`src/rtl/alarm_ringer.sv`:
```
// Alarm ringer: compares running time against the stored alarm time and runs the ring/snooze FSM.
// Optional feature: define ALARM_TONE_EN to gate the buzzer with a square-wave tone of TONE_DIV-cycle half-periods.
module alarm_ringer #(
    parameter int SNOOZE_SEC       = 300,
    parameter int RING_TIMEOUT_SEC = 60,
    parameter int TONE_DIV         = 25000
) (
    input  logic       clk,
    input  logic       reset,
    input  logic       tick_1hz,
    input  logic       alarm_en,
    input  logic       snooze,
    input  logic       stop,
    input  logic [3:0] time_hourMSB,
    input  logic [3:0] time_hourLSB,
    input  logic [3:0] time_minMSB,
    input  logic [3:0] time_minLSB,
    input  logic [3:0] time_secMSB,
    input  logic [3:0] time_secLSB,
    input  logic [3:0] alarm_hourMSB,
    input  logic [3:0] alarm_hourLSB,
    input  logic [3:0] alarm_minMSB,
    input  logic [3:0] alarm_minLSB,
    input  logic [3:0] alarm_secMSB,
    input  logic [3:0] alarm_secLSB,
    output logic       buzz,
    output logic       ringing,
    output logic       snoozing,
    output logic [8:0] snooze_left
);

    // Reject out-of-range configurations at elaboration rather than letting the counters truncate.
    if (SNOOZE_SEC < 1 || SNOOZE_SEC > 511) begin : g_bad_snooze_sec
        $error("alarm_ringer: SNOOZE_SEC must be 1..511");
    end
    if (RING_TIMEOUT_SEC < 1 || RING_TIMEOUT_SEC > 255) begin : g_bad_ring_timeout
        $error("alarm_ringer: RING_TIMEOUT_SEC must be 1..255");
    end
    if (TONE_DIV < 1) begin : g_bad_tone_div
        $error("alarm_ringer: TONE_DIV must be at least 1");
    end

    localparam logic [8:0] SNOOZE_INIT = 9'(SNOOZE_SEC);
    localparam logic [7:0] RING_LAST   = 8'(RING_TIMEOUT_SEC - 1);

    typedef enum logic [1:0] {
        IDLE    = 2'd0,
        RINGING = 2'd1,
        SNOOZE  = 2'd2
    } state_t;

    state_t     state;
    logic [7:0] ring_cnt;
    logic       match;
    logic       match_q;
    logic       match_rise;

    assign match = {time_hourMSB, time_hourLSB, time_minMSB, time_minLSB, time_secMSB, time_secLSB}
                == {alarm_hourMSB, alarm_hourLSB, alarm_minMSB, alarm_minLSB, alarm_secMSB, alarm_secLSB};
    assign match_rise = match & ~match_q;

    // NOTE: sequential state uses non-blocking assignments so every register samples pre-edge values.
    always_ff @(posedge clk) begin
        if (reset) begin
            state       <= IDLE;
            ring_cnt    <= '0;
            snooze_left <= '0;
            match_q     <= 1'b1;  // an equality present at reset release must not look like a new match
        end else begin
            match_q <= match;
            unique case (state)
                IDLE: begin
                    snooze_left <= '0;
                    if (match_rise && alarm_en) begin
                        state    <= RINGING;
                        ring_cnt <= '0;
                    end
                end
                RINGING: begin
                    if (stop || !alarm_en) begin
                        state       <= IDLE;
                        snooze_left <= '0;
                    end else if (snooze) begin
                        state       <= SNOOZE;
                        snooze_left <= SNOOZE_INIT;
                    end else if (tick_1hz) begin
                        if (ring_cnt == RING_LAST) begin
                            state       <= IDLE;
                            snooze_left <= '0;
                        end else begin
                            ring_cnt <= ring_cnt + 8'd1;
                        end
                    end
                end
                SNOOZE: begin
                    if (stop || !alarm_en) begin
                        state       <= IDLE;
                        snooze_left <= '0;
                    end else if (tick_1hz) begin
                        if (snooze_left == 9'd1) begin
                            state       <= RINGING;
                            ring_cnt    <= '0;
                            snooze_left <= '0;
                        end else begin
                            snooze_left <= snooze_left - 9'd1;
                        end
                    end
                end
                default: begin
                    state       <= IDLE;
                    snooze_left <= '0;
                end
            endcase
        end
    end

    assign ringing  = (state == RINGING);
    assign snoozing = (state == SNOOZE);

`ifdef ALARM_TONE_EN
    localparam int TONE_W = (TONE_DIV > 1) ? $clog2(TONE_DIV) : 1;
    localparam logic [TONE_W-1:0] TONE_LAST = TONE_W'(TONE_DIV - 1);

    logic [TONE_W-1:0] tone_cnt;
    logic              tone;

    // Tone restarts from silence on every entry to RINGING.
    always_ff @(posedge clk) begin
        if (reset || state != RINGING) begin
            tone_cnt <= '0;
            tone     <= 1'b0;
        end else if (tone_cnt == TONE_LAST) begin
            tone_cnt <= '0;
            tone     <= ~tone;
        end else begin
            tone_cnt <= tone_cnt + 1'b1;
        end
    end

    assign buzz = ringing & tone;
`else
    assign buzz = ringing;
`endif

endmodule

```
`config.mk`:
```
export PLATFORM = sky130hd
export DESIGN_NAME = alarm_ringer
export DESIGN_NICKNAME = d
export VERILOG_FILES = /design/src/rtl/alarm_ringer.sv
export SDC_FILE = /design/constraint.sdc
export NUM_CORES = 1
export LEC_CHECK = 0
export ABC_CLOCK_PERIOD_IN_PS = 6070
export CAP_MARGIN = 20
export CORE_MARGIN = 4
export CORE_UTILIZATION = 40
export CTS_BUF_LIST = sky130_fd_sc_hd__clkbuf_4 sky130_fd_sc_hd__clkbuf_8 sky130_fd_sc_hd__clkbuf_16
export CTS_CLUSTER_DIAMETER = 50
export DETAILED_ROUTE_END_ITERATION = 8
export MAX_ROUTING_LAYER = met4
export PLACE_DENSITY = 0.84
export SLEW_MARGIN = 20
export SYNTH_ARGS = -nofsm -noshare
export SYNTH_HDL_FRONTEND = slang
export SYNTH_SLANG_ARGS = --single-unit
```
`constraint.sdc`:
```
create_clock -name clk -period 6.07 [get_ports clk]
set_input_delay 0.607 -clock clk [delete_from_list [all_inputs] [get_ports clk]]
set_output_delay 0.607 -clock clk [all_outputs]
set_load 0.03 [all_outputs]
```
==> impl_metrics.ini <==
[routing]
vias = 1725
drt-initial-drc-count = 90
dr.pass1.iters = 4
wirelength_um = 4530
via_per_inst = 5.49
wl_per_cell_um = 14.4
drc = 0
drtAntennaViolNets = 0

[timing]
max_freq_mhz = 360
maxSlewHeadroom_pct = 37.2
finalSetupViolCount = 0
setup_tns_ns = 0
drv_slew = 0
rsz0062_at_grt = no
fin_skew_ns = 0.00708
finalHoldViolCount = 0
fin_ws_ns = 3.29
period_minus_slack_ns = 2.78
tightest_slew_ns = 0.934
finalCritPeriodShare_pct = 45.8
hold_slack_ns = 0.526

[yosys]
ys_ff_latch = 20
seq_area_frac_synth_pct = 25.6
yosys-top-cells-count = xor2_1 (25), nand2_1 (22), dfxtp_1 (20)
synth_top_family_by_area = simple AND/OR/NAND/NOR gates
async_flop_share_pct = 0
synth_top_area_share_pct = 25.6
synth_compound_area_share_pct = 20.2
synth_area_leader_cell = dfxtp_1
synth.net_count = 264
synth_edf_count = 0
synthCells = 203
yosysMostFrequentCell = xor2_1
synth.area.mux_share_pct = 0
synthXorXnorAreaFrac_pct = 15.1
netlist_top_cells_area = dfxtp_1 (26%), xor2_1 (14%), ha_1 (5.6%), nand2_1 (5.3%), a21oi_1 (4.2%)
ys_warn_count = 0
synth_top_flop_cell = dfxtp_1
synth_area_per_cell_um2 = 7.71
synthDistinctLibCells = 41
syn-cell-area_mm2 = 0.00157
synth_adder_area_share_pct = 5.60
synth_simple_gate_area_share_pct = 29.8

[run_status]
status = finished, final reports clean

[grt]
antenna_found_initial = 0
grt_pass1_vias = 1716
grt_max_degree = 19
grt_overflow = 0
grt_pass1_wl_um = 7410
grt_usage_pct = 18.6

[cts]
clockRootBuffer = clkbuf_8
postCtsSetupBuffers = 0
numCtsBuffers = 3
cts.sinks = 20
holdBufCountCts = 0
ctsResizeCount = 0
clk-insertion-delay-late_ns = 0.26
clockBufferDepth = 2
ctsHtreeMaxLevel = 1
cts_tree = done
cts.reportedPaths.clkPinSlew_ns = 0.07

[power]
finalPower_uw = 322
vdd_drop_max_mv = 0.108
p_leak_nw = 0.890
power_density_mw_per_mm2 = 139

[setup_path]
cp-end-kind = flip-flop
cp-start-kind = input port
r2r_end = ring_cnt[4]$_SDFFE_PP0P_
r2r_slack_ns = 3.50
reg2reg_depth = 7
critPathMaxFanout = 14
critPathKind = input port to flip-flop
required_ns = 6.25
cp_data_arrival_time_ns = 2.96
crit_path_start = alarm_secMSB[1]
timing.rr.start = state[1]$_SDFFE_PP0P_

[die]
fp.dieW_um = 70.6
start_util_pct = 42.1
row_count = 22
io_pins = 66
dieArea_mm2 = 0.00498
die_h_um = 70.6
coreArea_mm2 = 0.00372

[min_path]
hp-start = ring_cnt[1]$_SDFFE_PP0P_
holdPathEnd = ring_cnt[1]$_SDFFE_PP0P_
hp-class = flip-flop to flip-flop
hold_depth = 2

[layout]
drive_gt1_share_pct = 4.14
nets = 328
multiInputGateArea_mm2 = 0.00111
fillers = 335
syn_to_final_growth_pct = 48.2
design_area_mm2 = 0.00232
antenna_cells = 0
register_area_um2 = 400

[place]
place_hpwl_um = 3610
place_congestion = 0.810
pre_cts_ws_ns = 3.04
io_buffers = 65
dpl-instance-area_mm2 = 0.00225

[run]
maxCapViolCount = 0
==> per-layer routing <==
layer	up-vias	routed length (µm)	GRT usage (%)
li1	853	-	-
met1	797	1790	19.5
met2	67	2430	35.3
met3	8	252	3.84
met4	0	54	4.18
met5	-	0	-
==> critical path, cell delays in order <==
cell and delay [ns]:
clkdlybuf4s50_1 0.41, xor2_1 0.16, nor4_1 0.34, nand4_1 0.20, o31a_1 0.51, or4_1 0.57
a21oi_1 0.15
==> cells in the final DEF, fill, tap and decap left out, drive strengths merged, types with 6 or more instances in the layout <==
cell | Yosys | layout
inv | 8 | 8
nand2 | 22 | 22
ha | 7 | 7
nor4 | 11 | 11
clkdlybuf4s50 | 0 | 65
xor2 | 25 | 25
a21oi | 13 | 13
a21o | 6 | 6
o21ai | 11 | 11
dfxtp | 20 | 20
a31oi | 6 | 6
nor2 | 16 | 16
==> worst max-delay path by stage <==
stage | end | slack, ns | cells after the start
4_1_cts | state[0]$_SDFFE_PP0P_ | 3.30 | 7
2_1_floorplan | state[0]$_SDFFE_PP0P_ | 3.88 | 6
6_report | state[0]$_SDFFE_PP0P_ | 3.29 | 7
3_3_place_gp | state[0]$_SDFFE_PP0P_ | 3.05 | 7
3_5_place_dp | ring_cnt[5]$_SDFFE_PP0P_ | 3.04 | 7
5_1_grt | ring_cnt[7]$_SDFFE_PP0P_ | 3.14 | 7
==> cells by family after synthesis <==
group / Yosys count
compound gates: 50
xor+xnor: 27
flops: 20
fa+ha+maj: 7
simple gates: 85
buf+inv: 14
==> power by group <==
group	switching, mW	internal [mW]	total, mW
Combinational	0.0172	0.0383	0.0555
Clock	0.0470	0.0881	0.135
Sequential	0.0000556	0.131	0.131
==> state kept, by name, summed over array words and instances, names as in the netlist <==
signal	count
match_q	1
state	2
snooze_left	9
ring_cnt	8
==> stage by stage <==
step,utilization (%),instances
6_report,62.4,314
5_1_grt,62.4,314
4_1_cts,62.4,314
3_5_place_dp,60.5,310
3_3_place_gp,60.5,310
2_1_floorplan,-,203
==> cell type report <==
class	instances	area share, %
multi-input cells	169	47.7
clock buffers	3	1.78
inverters	8	1.29
repair buffers	65	28.0
flip-flops and latches	20	17.3
well taps	48	2.59
clock inverters	1	1.29
Power figures use the tool's default switching activity.
